--- src/rtl/agc_serial_input_rx.sv ---
// 8N1 UART receiver and frame parser loading the AGC external input registers.
// Optional macro CHECKSUM_EN adds a trailing ID^HI^LO checksum byte to every frame.
module agc_serial_input_rx #(
   parameter int          CLKS_PER_BIT = 434,
   parameter int          TIMEOUT_BITS = 20,
   parameter logic [7:0]  SYNC_BYTE    = 8'hA5
) (
   input  logic        clock,
   input  logic        reset_n,
   input  logic        rx,
   output logic [14:0] dsky_verb,
   output logic [14:0] dsky_noun,
   output logic [14:0] mission_time,
   output logic [14:0] apogee,
   output logic [14:0] perigee,
   output logic [4:0]  update_strobe,
   output logic        frame_err
);

   localparam int CNT_W      = $clog2(CLKS_PER_BIT);
   localparam int HALF       = CLKS_PER_BIT / 2;
   localparam int TO_CYCLES  = TIMEOUT_BITS * CLKS_PER_BIT;
   localparam int TO_W       = $clog2(TO_CYCLES + 1);
   localparam int NUM_REGS   = 5;

   typedef enum logic [2:0] {
      B_IDLE, B_START, B_DATA, B_STOP, B_WAIT_HIGH
   } byte_state_t;

   typedef enum logic [2:0] {
      F_HUNT, F_ID, F_HI, F_LO, F_CK, F_COMMIT
   } frame_state_t;

   // ------------------------------------------------------------------
   // rx synchronizer; rx_prev gives the synced 1->0 edge
   // ------------------------------------------------------------------
   logic rx_meta, rx_sync, rx_prev;

   always_ff @(posedge clock or negedge reset_n) begin
      if (!reset_n) begin
         rx_meta <= 1'b1;
         rx_sync <= 1'b1;
         rx_prev <= 1'b1;
      end else begin
         rx_meta <= rx;
         rx_sync <= rx_meta;
         rx_prev <= rx_sync;
      end
   end

   // ------------------------------------------------------------------
   // Byte FSM
   // ------------------------------------------------------------------
   byte_state_t      byte_state, byte_next;
   logic [CNT_W-1:0] bit_cnt, bit_cnt_n;
   logic [2:0]       bit_idx, bit_idx_n;
   logic [7:0]       shift_q, shift_n;
   logic             byte_valid;
   logic             stop_err;

   always_ff @(posedge clock or negedge reset_n) begin
      if (!reset_n) begin
         byte_state <= B_IDLE;
         bit_cnt    <= '0;
         bit_idx    <= '0;
         shift_q    <= '0;
      end else begin
         byte_state <= byte_next;
         bit_cnt    <= bit_cnt_n;
         bit_idx    <= bit_idx_n;
         shift_q    <= shift_n;
      end
   end

   always_comb begin
      byte_next  = byte_state;
      bit_cnt_n  = bit_cnt + CNT_W'(1);
      bit_idx_n  = bit_idx;
      shift_n    = shift_q;
      byte_valid = 1'b0;
      stop_err   = 1'b0;
      case (byte_state)
         B_IDLE: begin
            bit_cnt_n = '0;
            if (rx_prev && !rx_sync) byte_next = B_START;
         end
         B_START: begin
            if (bit_cnt == CNT_W'(HALF - 1)) begin
               bit_cnt_n = '0;
               bit_idx_n = '0;
               // a start bit that is high again at mid-bit was only a glitch
               byte_next = rx_sync ? B_IDLE : B_DATA;
            end
         end
         B_DATA: begin
            if (bit_cnt == CNT_W'(CLKS_PER_BIT - 1)) begin
               bit_cnt_n = '0;
               shift_n   = {rx_sync, shift_q[7:1]};
               bit_idx_n = bit_idx + 3'd1;
               if (bit_idx == 3'd7) byte_next = B_STOP;
            end
         end
         B_STOP: begin
            if (bit_cnt == CNT_W'(CLKS_PER_BIT - 1)) begin
               bit_cnt_n = '0;
               if (rx_sync) begin
                  byte_valid = 1'b1;
                  byte_next  = B_IDLE;
               end else begin
                  stop_err  = 1'b1;
                  byte_next = B_WAIT_HIGH;
               end
            end
         end
         B_WAIT_HIGH: begin
            bit_cnt_n = '0;
            if (rx_sync) byte_next = B_IDLE;
         end
         default: begin
            bit_cnt_n = '0;
            byte_next = B_IDLE;
         end
      endcase
   end

   // ------------------------------------------------------------------
   // Inter-byte timeout
   // ------------------------------------------------------------------
   frame_state_t    frame_state, frame_next;
   logic [TO_W-1:0] to_cnt;
   logic            to_active;
   logic            timeout_hit;

   assign to_active = (byte_state == B_IDLE) &&
                      (frame_state inside {F_ID, F_HI, F_LO, F_CK});
   assign timeout_hit = to_active && (to_cnt == TO_W'(TO_CYCLES - 1));

   always_ff @(posedge clock or negedge reset_n) begin
      if (!reset_n)       to_cnt <= '0;
      else if (!to_active) to_cnt <= '0;
      else                to_cnt <= to_cnt + TO_W'(1);
   end

   // ------------------------------------------------------------------
   // Frame FSM and committed registers
   // ------------------------------------------------------------------
   logic [2:0]  id_q, id_n;
   logic [6:0]  hi_q, hi_n;
   logic [14:0] out_q [NUM_REGS];
   logic [14:0] out_n [NUM_REGS];
   logic [4:0]  strobe_q, strobe_n;
   logic        err_q, err_n;
   logic        commit;
   logic [14:0] commit_word;
`ifdef CHECKSUM_EN
   logic [7:0]  lo_q, lo_n;
`endif

   always_ff @(posedge clock or negedge reset_n) begin
      if (!reset_n) begin
         frame_state <= F_HUNT;
         id_q        <= '0;
         hi_q        <= '0;
         strobe_q    <= '0;
         err_q       <= 1'b0;
         for (int i = 0; i < NUM_REGS; i++) out_q[i] <= '0;
`ifdef CHECKSUM_EN
         lo_q        <= '0;
`endif
      end else begin
         frame_state <= frame_next;
         id_q        <= id_n;
         hi_q        <= hi_n;
         strobe_q    <= strobe_n;
         err_q       <= err_n;
         for (int i = 0; i < NUM_REGS; i++) out_q[i] <= out_n[i];
`ifdef CHECKSUM_EN
         lo_q        <= lo_n;
`endif
      end
   end

   always_comb begin
      frame_next  = frame_state;
      id_n        = id_q;
      hi_n        = hi_q;
      err_n       = 1'b0;
      commit      = 1'b0;
      commit_word = '0;
`ifdef CHECKSUM_EN
      lo_n        = lo_q;
`endif
      // a dropped byte or an expired gap abandons whatever frame was in flight
      if (stop_err || timeout_hit) begin
         err_n      = 1'b1;
         frame_next = F_HUNT;
      end else begin
         case (frame_state)
            F_HUNT: begin
               if (byte_valid && shift_q == SYNC_BYTE) frame_next = F_ID;
            end
            F_ID: begin
               if (byte_valid) begin
                  if (shift_q <= 8'd4) begin
                     id_n       = shift_q[2:0];
                     frame_next = F_HI;
                  end else begin
                     err_n      = 1'b1;
                     frame_next = F_HUNT;
                  end
               end
            end
            F_HI: begin
               if (byte_valid) begin
                  if (!shift_q[7]) begin
                     hi_n       = shift_q[6:0];
                     frame_next = F_LO;
                  end else begin
                     err_n      = 1'b1;
                     frame_next = F_HUNT;
                  end
               end
            end
            F_LO: begin
               if (byte_valid) begin
`ifdef CHECKSUM_EN
                  lo_n       = shift_q;
                  frame_next = F_CK;
`else
                  commit      = 1'b1;
                  commit_word = {hi_q, shift_q};
                  frame_next  = F_COMMIT;
`endif
               end
            end
            F_CK: begin
`ifdef CHECKSUM_EN
               if (byte_valid) begin
                  if (shift_q == ({5'b0, id_q} ^ {1'b0, hi_q} ^ lo_q)) begin
                     commit      = 1'b1;
                     commit_word = {hi_q, lo_q};
                     frame_next  = F_COMMIT;
                  end else begin
                     err_n      = 1'b1;
                     frame_next = F_HUNT;
                  end
               end
`else
               frame_next = F_HUNT;
`endif
            end
            F_COMMIT: frame_next = F_HUNT;
            default:  frame_next = F_HUNT;
         endcase
      end
   end

   // registers written on the sampling edge so the strobe lands one cycle after the stop sample
   always_comb begin
      strobe_n = '0;
      for (int i = 0; i < NUM_REGS; i++) begin
         out_n[i] = out_q[i];
         if (commit && id_q == 3'(i)) begin
            out_n[i]    = commit_word;
            strobe_n[i] = 1'b1;
         end
      end
   end

   assign dsky_verb     = out_q[0];
   assign dsky_noun     = out_q[1];
   assign mission_time  = out_q[2];
   assign apogee        = out_q[3];
   assign perigee       = out_q[4];
   assign update_strobe = strobe_q;
   assign frame_err     = err_q;

endmodule
--- config.mk ---
export PLATFORM = sky130hd
export DESIGN_NAME = agc_serial_input_rx
export DESIGN_NICKNAME = d
export VERILOG_FILES = /design/src/rtl/agc_serial_input_rx.sv
export SDC_FILE = /design/constraint.sdc
export NUM_CORES = 1
export LEC_CHECK = 0
export CAP_MARGIN = 30
export CORE_MARGIN = 2
export CORE_UTILIZATION = 45
export CTS_CLUSTER_DIAMETER = 40
export DETAILED_ROUTE_END_ITERATION = 10
export GPL_ROUTABILITY_DRIVEN = 0
export PLACE_DENSITY_LB_ADDON = 0.12
export SYNTH_ARGS = -nofsm -noshare
export SYNTH_HDL_FRONTEND = slang
export SYNTH_SLANG_ARGS = --single-unit
--- constraint.sdc ---
create_clock -name clock -period 5.11 [get_ports clock]
set_input_delay 1.2775 -clock clock [delete_from_list [all_inputs] [get_ports clock]]
set_output_delay 1.2775 -clock clock [all_outputs]
set_load 0.02 [all_outputs]
# --- Word-level counts from Yosys, hierarchy flattened ---
# Index checks and enable logic that the tools add are counted.
# W data, S select, Z words.
totals:
  register_bits: 134
  input_bits: 3
  output_inout_bits: 81
  wordCells: 121
classes:
  n_addsub: 3
  magnitude_cmp: 1
  eq_ne: 27
  n_mux: 47
  bitwise_logic: 2
  n_reduce_logical: 23
ops:
  columns: ["op", "count"]
  rows:
  - ["$mux W15", 3]
  - ["$mux W3", 14]
  - ["$mux W1", 19]
  - ["$eq A3 B2 Y1 const B", 6]
  - ["$mux W9", 2]
  - ["$pmux W9 S2", 1]
  - ["$pmux W3 S5", 1]
  - ["$add A14 B1 Y14 const B", 1]
  - ["$eq A14 B14 Y1 const B", 1]
  - ["$mux W14", 1]
  - ["$eq A3 B3 Y1 const B", 4]
  - ["$ne A2 B2 Y1 const B", 6]
  - ["$pmux W3 S4", 1]
  - ["$reduce_and A4 Y1", 3]
  - ["$add A9 B1 Y9 const B", 1]
  - ["$eq A3 B1 Y1 const B", 3]
  - ["$eq A9 B8 Y1 const B", 1]
  - ["$eq A9 B9 Y1 const B", 1]
  - ["$logic_and A1 B1 Y1", 9]
  - ["$logic_not A3 Y1", 3]
  - ["$ne A3 B2 Y1 const B", 3]
  - ["$eq A8 B8 Y1 const B", 1]
  - ["$le A8 B3 Y1 const B", 1]
  - ["$mux W2", 3]
  - ["other kinds (13)", 14]

# --- Longest topological paths before layout ---
# Gate-level depths: netlist of the first run.
logic_depth:
  word_depth: 8
  mapped_depth: 8
  depth_no_buf: 6

# --- Worst setup path before layout of the first run ---
# OpenSTA, ideal clock, no wires.
synth_timing:
  path_type: "flip-flop to flip-flop"
  startpoint: "register bit_cnt[1]"
  endpoint: "register out_q, in the netlist perigee[0]"
  t_arrival_ns: 2.124
  path_slack_ns: 2.862
  path_stages_with_launch: 9
  n_path_buf: 2
  cell_sequence: "dfrtp_1 inv_1 ha_1 nand4b_1 clkbuf_1 or3_4 nor3_4 buf_2 mux2_2"
synth_between:
  elab_chain_len: 7
synth_lines:
  columns: ["item", "line_no", "text"]
  rows:
  - ["from (decl)", "55", "logic [CNT_W-1:0] bit_cnt, bit_cnt_n;"]
  - ["from (signal assigned)", "69", "bit_cnt <= bit_cnt_n;"]
  - ["$eq A9 B9 Y1 (*)", "104", "if (bit_cnt == CNT_W'(CLKS_PER_BIT - 1)) begin"]
  - ["$mux W1", "104", null]
  - ["$mux W1", "82", "case (byte_state)"]
  - ["$mux W1", "225", "if (byte_valid) begin"]
  - ["$mux W1", "198", "case (frame_state)"]
  - ["$mux W1", "194", "if (stop_err || timeout_hit) begin"]
  - ["$logic_and A1 B1 Y1", "263", "if (commit && id_q == 3'(i)) begin"]
  - ["to (decl)", "149", "logic [14:0] out_q [NUM_REGS];"]
# Mark *: on every way between the ends. The rest lies on a longest branch, timed or not.
# A chain may end at the register's enable or synchronous reset.

# --- Worst setup path after layout of the first run ---
layout_timing:
  startpoint: "register bit_cnt[1]"
  endpoint: "register out_q, in the netlist apogee[6]"
# Same word-level chain as after synthesis.

==> results.ini, run 1 <==
[power]
p_per_area_nw_per_um2=342
leakagePower_nw=3.29
max-vdd-ir-drop_mv=0.182
fin_total_pwr_mw=2.46

[setup_path]
cp_max_fo=15
r2r_end=apogee[6]
worst_ep_arrival_time_ns=3.16
crit_slowest_cell=nor2b_2
cp.required_ns=5.41
worstSetupStartpointType=flip-flop
worst_setup_path_end_kind=flip-flop
worstPathCellList=inv_1, ha_1, nand4b_1, nor4_2, nor2b_2, mux2_2
worstReg2RegStart=bit_cnt[1]
path_class=flip-flop to flip-flop
r2r_cells=6
r2r_slack_ns=2.25
path_delay_family=simple AND/OR/NAND/NOR gates
worst_path_largest_cell_delay_ns=0.82
critPathBufInv=1

[synth]
syn_nets=451
synth_most_common_cell=dfrtp_1
seq_area_frac_synth_pct=59.4
ys_top_cells_by_area=dfrtp_1 58%, mux2_2 16%, nand2_1 2.2%, nor2_1 2.2%, xnor2_1 2.0%
synth.ff_latch_count=134
ys_warn_count=0
synth_edf_count=0
synthTopCellsByCount=131 x dfrtp_1, 79 x mux2_2, 33 x nand2_1, 33 x nor2_1, 18 x clkbuf_1
postSynthAreaPerCell_sq_um=12.8
yosysUniqueCellTypes=45
ys_async_sr_fraction_pct=100
synth.largest_area_cell=dfrtp_1
synthCells=442
ys.flop_type=dfrtp_1
synth_top_area_share_pct=58.0
netlist_area_sq_um=5650

[finish]
drive_gt1_share_pct=24.5
fillCellCount=1000
regArea_sq_um=3360
final_nets=527
multiInputGateArea_sq_um=2140
num_antenna_cells=0
syn_to_final_growth_pct=27.2

[sta]
rsz0062_at_grt=no
slew_headroom_pct=38.9
fin_crit_sh_pct=56.0
worst_pin_slew_ns=0.913
setup_viol=0
fin_skew_ns=0.00726
timing_hold_violations_final=0
fin_crit_ns=2.86
fmax_ghz=0.349
slew_viol_final=0
timing.setup.tns_ns=0

[clock_tree]
cts_max_level=4
cts-resized-gates=0
clkTransAtPathRegs_ns=0.06
clockRootBuffer=clkbuf_16
insertion_delay_ns=0.41
cts_tree=done
cts-buffers-inserted=17
cts_num_sinks=134
clockBufferDepth=2
post_cts.repair.setup_buffers=0
cts_hold_buf=0

[grt]
grt_overflow=0
top_usage_layer=met2
use_met3_pct=5.65
grt_max_degree=99
grt_use_met1_pct=26.3
grt_pass1_vias=3772
met2_usage_pct=28.7
grt_util_all_layers_pct=19.1
grt_pass1_wl_microns=19400
antenna_found_initial=0

[route]
avgRoutedWirePerCell_microns=16.7
drc_errors=0
num_vias=3672
totalWireLength_microns=11700
drtIter0Drc=239
first_pass_iters=4
viasPerCell=5.25
ant_nets=0

[min_path]
holdPathStages=0
hp-class=flip-flop to flip-flop
hp-start=rx_meta
worstHoldEndpoint=rx_sync

[die]
start_util_pct=46.5
row_count=40
io_pins=84
fp.dieW_microns=116
die_y_microns=116
die_area_sq_um=13500
core_area_sq_um=12200

[place]
dpl.hpwl_microns=7660
io_buffers=83

[status]
outcome=finished clean

[job]
maxCapViolations=0

[cell usage in the layout, fill, tap and decap left out, types with 2 or more instances in the layout]
master / instances
a211oi_1: 2
a31oi_1: 2
clkinv_2: 5
a21oi_1: 4
clkbuf_16: 17
nor2_1: 33
a22o_1: 2
bufinv_16: 3
clkbuf_1: 2
clkdlybuf4s50_1: 82
dfrtp_1: 131
and2_1: 2
nor3_1: 11
nand3_1: 13
xor2_1: 4
ha_1: 6
or4b_2: 2
nand4b_1: 3
nand2_1: 33
nor2b_1: 2
clkinv_4: 2
inv_1: 8
o21ai_0: 8
mux2_4: 7
clkinvlp_4: 2
or3_1: 7
and3_1: 2
nor4_1: 7
nor3b_1: 5
mux2_2: 79
dfstp_2: 3
nand3b_1: 3
nand4_1: 5
or4_1: 2
xnor2_1: 13
[stage by stage]
stage | area, sq um | hold WS [ns] | worst slack, ns | utilization, % | instances
final | 7190 | 0.354 | 2.25 | 59.1 | 699
after global routing | 7190 | 0.363 | 1.99 | 59.1 | 699
after CTS | 7190 | 0.355 | 2.23 | 59.1 | 699
after detailed placement | 6600 | 0.347 | 2.25 | 54.3 | 667
after global placement | 6580 | 0.346 | 2.30 | 54.1 | 666
after floorplan | 5650 | 0.345 | 2.86 | - | 442
[report_power, final]
| group | switching [mW] | leakage, nW | internal [mW] |
|---|---|---|---|
| clock | 0.444 | 0.287 | 0.764 |
| sequential | 0.0469 | 1.84 | 1.09 |
| combinational | 0.0635 | 1.15 | 0.0534 |
[cells by family (layout without fill, tap and decap cells)]
kind of cell             count (synthesis)  in the layout  share of synthesized area (%)
AO/OA/AOI/OAI                           25             25                           2.94
XOR/XNOR                                17             17                           2.63
adder cells (fa/ha/maj)                  6              6                           1.33
buffers and inverters                   36            125                           2.83
flip-flops                             134            134                           59.4
multiplexers                            86             86                           17.6
AND/OR/NAND/NOR                        138            138                           13.3
[cell type report]
| class | count | share of cell area, % |
|---|---|---|
| Sequential cell | 134 | 46.7 |
| Multi-Input combinational cell | 272 | 29.7 |
| Timing Repair Buffer | 85 | 12.1 |
| Clock buffer | 19 | 6.02 |
| Tap cell | 168 | 2.92 |
| Clock inverter | 13 | 2.17 |
| Inverter | 8 | 0.418 |
[metal layers]
| layer | wire length (microns) | up-vias |
|---|---|---|
| met3 | 622 | 19 |
| met1 | 5520 | 1849 |
| met2 | 5350 | 94 |
| li1 | - | 1710 |
| met5 | 0 | - |
| met4 | 206 | 0 |
[worst max-delay path by stage]
| stage | start | end | slack (ns) | cells after the start |
|---|---|---|---|---|
| final | bit_cnt[1] | apogee[6] | 2.25 | 6 |
| after global routing | bit_cnt[1] | apogee[6] | 1.99 | 6 |
| after CTS | bit_cnt[1] | apogee[6] | 2.23 | 6 |
| after detailed placement | bit_cnt[1] | apogee[5] | 2.25 | 6 |
| after global placement | bit_cnt[1] | apogee[12] | 2.30 | 6 |
| after floorplan | bit_cnt[1] | perigee[0] | 2.86 | 8 |
[flip-flops by register name, summed over array words and instances, names as in the netlist]
| signal | cells |
|---|---|
| apogee | 15 |
| bit_cnt | 9 |
| bit_idx | 3 |
| byte_state | 3 |
| dsky_noun | 15 |
| dsky_verb | 15 |
| frame_err | 1 |
| frame_state | 3 |
| hi_q | 7 |
| id_q | 3 |
| mission_time | 15 |
| perigee | 15 |
| rx_meta | 1 |
| rx_prev | 1 |
| rx_sync | 1 |
| shift_q | 8 |
| to_cnt | 14 |
| update_strobe | 5 |
No activity file was read; power rests on OpenSTA's default activity.
==> run 2, diff against run 1 <==
==> constraint.sdc (replaced) <==
create_clock -name clock -period 2.3 [get_ports clock]
set_input_delay 0.575 -clock clock [delete_from_list [all_inputs] [get_ports clock]]
set_output_delay 0.575 -clock clock [all_outputs]
set_load 0.02 [all_outputs]
==> results.ini, run 2 (synthesis results as in run 1) <==
[status]
outcome=finished clean  ; unchanged

[setup_path]
cp.required_ns=2.60  ; was 5.41 ns
r2r_cells=7  ; was 6
path_class=flip-flop to flip-flop  ; unchanged
worst_setup_path_end_kind=flip-flop  ; unchanged
cp_max_fo=4  ; was 15
worstSetupStartpointType=flip-flop  ; unchanged
worst_ep_arrival_time_ns=2.45  ; was 3.16 ns
r2r_slack_ns=0.15  ; was 2.25 ns
r2r_end=id_q[0]  ; was apogee[6]
worstReg2RegStart=bit_cnt[1]  ; unchanged

[job]
maxCapViolations=0  ; unchanged

[clock_tree]
clockRootBuffer=clkbuf_16  ; unchanged
insertion_delay_ns=0.42  ; was 0.41 ns
cts_max_level=4  ; unchanged
cts-buffers-inserted=17  ; unchanged
clkTransAtPathRegs_ns=0.06  ; about the same
cts_hold_buf=0  ; unchanged
clockBufferDepth=2  ; unchanged
cts_num_sinks=134  ; unchanged
post_cts.repair.setup_buffers=0  ; unchanged
cts_tree=done  ; unchanged

[grt]
grt_overflow=0  ; unchanged
antenna_found_initial=0  ; unchanged
grt_pass1_vias=3811  ; was 3772
grt_max_degree=45  ; was 99
grt_util_all_layers_pct=20.0  ; was 19.1%
grt_pass1_wl_microns=20200  ; was 19400 microns

[sta]
fin_crit_sh_pct=93.6  ; was 56.0%
slew_viol_final=0  ; unchanged
timing.setup.tns_ns=0  ; unchanged
fin_crit_ns=2.15  ; was 2.86 ns
fmax_ghz=0.465  ; was 0.349 GHz
rsz0062_at_grt=no  ; unchanged
fin_skew_ns=0.00839  ; was 0.00726 ns
setup_viol=0  ; unchanged
worst_pin_slew_ns=0.497  ; was 0.913 ns
timing_hold_violations_final=0  ; unchanged
slew_headroom_pct=66.8  ; was 38.9%

[power]
max-vdd-ir-drop_mv=0.382  ; was 0.182 mV
leakagePower_nw=3.41  ; was 3.29 nW
fin_total_pwr_mw=5.41  ; was 2.46 mW
p_per_area_nw_per_um2=730  ; was 342 nW/um^2

[finish]
num_antenna_cells=0  ; unchanged
final_nets=556  ; was 527
final_util_pct=61.0  ; was 59.1%
layout_common_cells=131 x dfrtp_1, 82 x clkdlybuf4s50_1, 79 x mux2_2  ; unchanged
final_common_cell=dfrtp_1  ; unchanged
stdcell_area_sq_um=7410  ; was 7190 sq um
syn_to_final_growth_pct=31.1  ; was 27.2%
drive_gt1_share_pct=28.2  ; was 24.5%

[route]
first_pass_iters=4  ; unchanged
ant_nets=0  ; unchanged
totalWireLength_microns=12100  ; was 11700 microns
drtIter0Drc=114  ; was 239
viasPerCell=5.12  ; was 5.25
num_vias=3724  ; was 3672
avgRoutedWirePerCell_microns=16.6  ; was 16.7 microns
drc_errors=0  ; unchanged

[die]
start_util_pct=46.5  ; unchanged
fp.dieW_microns=116  ; unchanged
row_count=40  ; unchanged
core_area_sq_um=12200  ; unchanged
die_y_microns=116  ; unchanged
io_pins=84  ; unchanged
die_area_sq_um=13500  ; unchanged

[place]
io_buffers=83  ; unchanged
dpl_cell_area_sq_um=6840  ; was 6600 sq um
dpl.hpwl_microns=8100  ; was 7660 microns

[min_path]
hp-class=input port to async pin  ; was flip-flop to flip-flop

## run 2: cell types whose count changed in the layout (fill, tap and decap cells not counted), sizes merged
cell | before | now
inv | 9 | 8
bufinv | 3 | 1
buf | 3 | 32
clkbuf | 19 | 26
clkinv | 7 | 3
## run 2: how the worst max path moves through the flow
stage                     from     endpoint  cells past startpoint
floorplan           bit_cnt[1]   perigee[0]                      8
global placement    bit_cnt[1]      hi_q[6]                      6
detailed placement  bit_cnt[1]      hi_q[4]                      6
CTS                 bit_cnt[1]      hi_q[2]                      6
global route        bit_cnt[1]  perigee[11]                      8
finish              bit_cnt[1]      id_q[0]                      7
## run 2: repair_timing
action	CTS	global route
setup endpoints to repair	0	25
hold endpoints to repair	0	0
resized for setup	0	3
## run 2: report_power, final
| group | internal (mW) | total [mW] | switching, mW |
|---|---|---|---|
| registers | 2.42 | 2.49 | 0.0653 |
| logic | 0.167 | 0.367 | 0.200 |
| clock network | 1.60 | 2.55 | 0.950 |
| total | 4.19 | 5.41 | 1.21 |
## run 2: layout make-up
type,count,area (sq um)
Clock buffer,26,499
Inverter,8,30.0
Clock inverter,6,67.6
Fill cell,971,4750
Timing Repair Buffer,114,1110
Sequential cell,134,3360
Multi-Input combinational cell,272,2140
Tap cell,168,210
## run 2: critical path, cell delays in order (launching register included)
cell,delay [ns]
dfrtp_1,0.40
inv_2,0.07
ha_1,0.15
nand4b_1,0.19
or3_4,0.42
buf_6,0.13
or3_1,0.40
mux2_2,0.29
## run 2: metal layers
layer / vias up / wire, microns / global-route usage [%] / share of wire [%]
li1: 1763 / - / - / -
met1: 1864 / 5760 / 26.8 / 48
met2: 80 / 5520 / 30.4 / 46
met3: 17 / 608 / 6.28 / 5.0
met4: 0 / 223 / 8.17 / 1.8
met5: - / 0 / 0 / 0
## run 2: per-stage QoR
step                      setup slack [ns]  cells  hold slack, ns
after CTS                           0.0197    728          0.0901
final                                0.147    728          0.0822
after floorplan                     0.0516    442           0.279
after global placement              0.0582    696           0.346
after detailed placement            0.0129    696           0.347
after global routing               0.00335    728          0.0977
==> run 3, diff against run 2 <==
--- a/config.mk
+++ b/config.mk
@@ -11,7 +11,7 @@
 export CTS_CLUSTER_DIAMETER = 40
 export DETAILED_ROUTE_END_ITERATION = 10
 export GPL_ROUTABILITY_DRIVEN = 0
-export PLACE_DENSITY_LB_ADDON = 0.12
+export PLACE_DENSITY_LB_ADDON = 0.2
 export SYNTH_ARGS = -nofsm -noshare
 export SYNTH_HDL_FRONTEND = slang
 export SYNTH_SLANG_ARGS = --single-unit
==> results.ini, run 3 (synthesis results as in run 1) <==
[clock_tree]
insertion_delay_ns=0.41  ; was 0.42 ns
cts_max_level=4  ; unchanged
clockBufferDepth=2  ; unchanged
post_cts.repair.setup_buffers=0  ; unchanged
clkTransAtPathRegs_ns=0.06  ; about the same
clockRootBuffer=clkbuf_16  ; unchanged
cts_num_sinks=134  ; unchanged
cts-buffers-inserted=17  ; unchanged
cts_tree=done  ; unchanged

[die]
row_count=40  ; unchanged
io_pins=84  ; unchanged
die_area_sq_um=13500  ; unchanged
start_util_pct=46.5  ; unchanged
die_y_microns=116  ; unchanged
core_area_sq_um=12200  ; unchanged
fp.dieW_microns=116  ; unchanged

[sta]
setup_viol=0  ; unchanged
rsz0062_at_grt=no  ; unchanged
hold-worst-slack_ns=0.119  ; was 0.0822 ns
fin_crit_ns=2.21  ; was 2.15 ns
slew_viol_final=0  ; unchanged
fmax_ghz=0.452  ; was 0.465 GHz
fin_skew_ns=0.00842  ; was 0.00839 ns
slew_headroom_pct=68.1  ; was 66.8%
fin_crit_sh_pct=96.2  ; was 93.6%
worst_pin_slew_ns=0.479  ; was 0.497 ns
timing.setup.tns_ns=0  ; unchanged
postLayoutSetupSlackWorst_ns=0.0881  ; was 0.147 ns
timing_hold_violations_final=0  ; unchanged

[route]
avgRoutedWirePerCell_microns=16.8  ; was 16.6 microns
first_pass_iters=4  ; unchanged
drc_errors=0  ; unchanged
ant_nets=0  ; unchanged
num_vias=3764  ; was 3724
totalWireLength_microns=12200  ; was 12100 microns
drtIter0Drc=247  ; was 114
viasPerCell=5.19  ; was 5.12

[setup_path]
cp_max_fo=7  ; was 4
r2r_slack_ns=0.09  ; was 0.15 ns
r2r_cells=6  ; was 7
critPathBufInv=1  ; was 2
crit_slowest_cell=or3_4  ; unchanged
path_delay_family=simple AND/OR/NAND/NOR gates  ; unchanged
worst_path_largest_cell_delay_ns=0.46  ; was 0.42 ns
path_class=flip-flop to flip-flop  ; unchanged
worst_ep_arrival_time_ns=2.51  ; was 2.45 ns
worstSetupStartpointType=flip-flop  ; unchanged
crit_path_frequent_cell=or3_4
path_depth=6  ; was 7
cp.required_ns=2.59  ; was 2.60 ns
worst_setup_path_end_kind=flip-flop  ; unchanged
worstPathCellList=inv_1, ha_1, nand4b_1, or3_4, or3_4, mux2_4  ; was inv_2, ha_1, nand4b_1, or3_4, buf_6, or3_1, mux2_2

[finish]
stdcell_area_sq_um=7440  ; was 7410 sq um
syn_to_final_growth_pct=31.5  ; was 31.1%
final_util_pct=61.1  ; was 61.0%
layout_common_cells=131 x dfrtp_1, 82 x clkdlybuf4s50_1, 79 x mux2_2  ; unchanged
num_antenna_cells=0  ; unchanged
drive_gt1_share_pct=28.5  ; was 28.2%
final_nets=553  ; was 556
final_common_cell=dfrtp_1  ; unchanged

[power]
p_per_area_nw_per_um2=749  ; was 730 nW/um^2
p_clk_share_pct=49.0  ; was 47.2%
leakagePower_nw=3.42  ; was 3.41 nW
p_seq_share_pct=44.9  ; was 46.0%
max-vdd-ir-drop_mv=0.769  ; was 0.382 mV
swShare_pct=22.1  ; was 22.5%
p_switching_mw=1.23  ; was 1.21 mW
combPwrFrac_pct=6.1  ; was 6.8%
p_int_mw=4.33  ; was 4.19 mW

[place]
dpl.hpwl_microns=8350  ; was 8100 microns
dpl_cell_area_sq_um=6820  ; was 6840 sq um
preCtsSetupSlack_ns=-0.0446  ; was 0.0129 ns
io_buffers=83  ; unchanged

[grt]
grt_pass1_wl_microns=20100  ; was 20200 microns
grt_util_all_layers_pct=19.9  ; was 20.0%
grt_max_degree=45  ; unchanged
antenna_found_initial=0  ; unchanged
grt_pass1_vias=3869  ; was 3811
grt_overflow=0  ; unchanged

[status]
outcome=finished clean  ; unchanged

[min_path]
hp-class=input port to async pin  ; unchanged

[job]
maxCapViolations=0  ; unchanged

[run 3: timing repair]
item                                    4_1_cts  5_1_grt
endpoints found under the setup margin        7        0
gates resized for setup                       1        0
hold buffers                                  0        0
[run 3: layout make-up]
cell class                      instances  area, sq um
Clock buffer                           19          453
Sequential cell                       134         3360
Tap cell                              168          210
Multi-Input combinational cell        272         2140
Fill cell                             985         4730
Timing Repair Buffer                  111         1090
Clock inverter                         13          154
Inverter                                8         30.0
[run 3: path summary, 6_finish.rpt]
kind                            start                to
max in group asynchronous     reset_n           rx_sync
min in group clock            rx_meta           rx_sync
min                           reset_n  update_strobe[3]
max                        bit_cnt[1]           hi_q[5]
min reg2reg                   rx_meta           rx_sync
max reg2reg                bit_cnt[1]           hi_q[5]
[run 3: routing by layer]
metal	global-route usage [%]	vias up	share of wire (%)
li1	-	1765	-
met1	27.1	1914	47
met2	29.8	78	47
met3	6.49	7	4.8
met4	7.46	0	0.90
met5	0	-	0
[run 3: per-stage QoR]
stage	total power [mW]	std cells
after floorplan	2.73	442
after global placement	2.87	693
after detailed placement	2.89	693
after CTS	5.63	725
after global routing	5.79	725
final	5.57	725
[run 3: worst register-to-register path, cell delays in order (launching register included)]
cell and delay [ns]:
dfrtp_1 0.40, inv_1 0.09, ha_1 0.16, nand4b_1 0.21, or3_4 0.46, or3_4 0.46, mux2_4 0.32
[run 3: power groups by stage]
stage / sequential, mW / combinational, mW / clock (mW)
floorplan: 2.54 / 0.184 / 0
global placement: 2.54 / 0.329 / 0
detailed placement: 2.54 / 0.343 / 0
CTS: 2.50 / 0.346 / 2.79
global route: 2.51 / 0.385 / 2.89
finish: 2.50 / 0.338 / 2.73
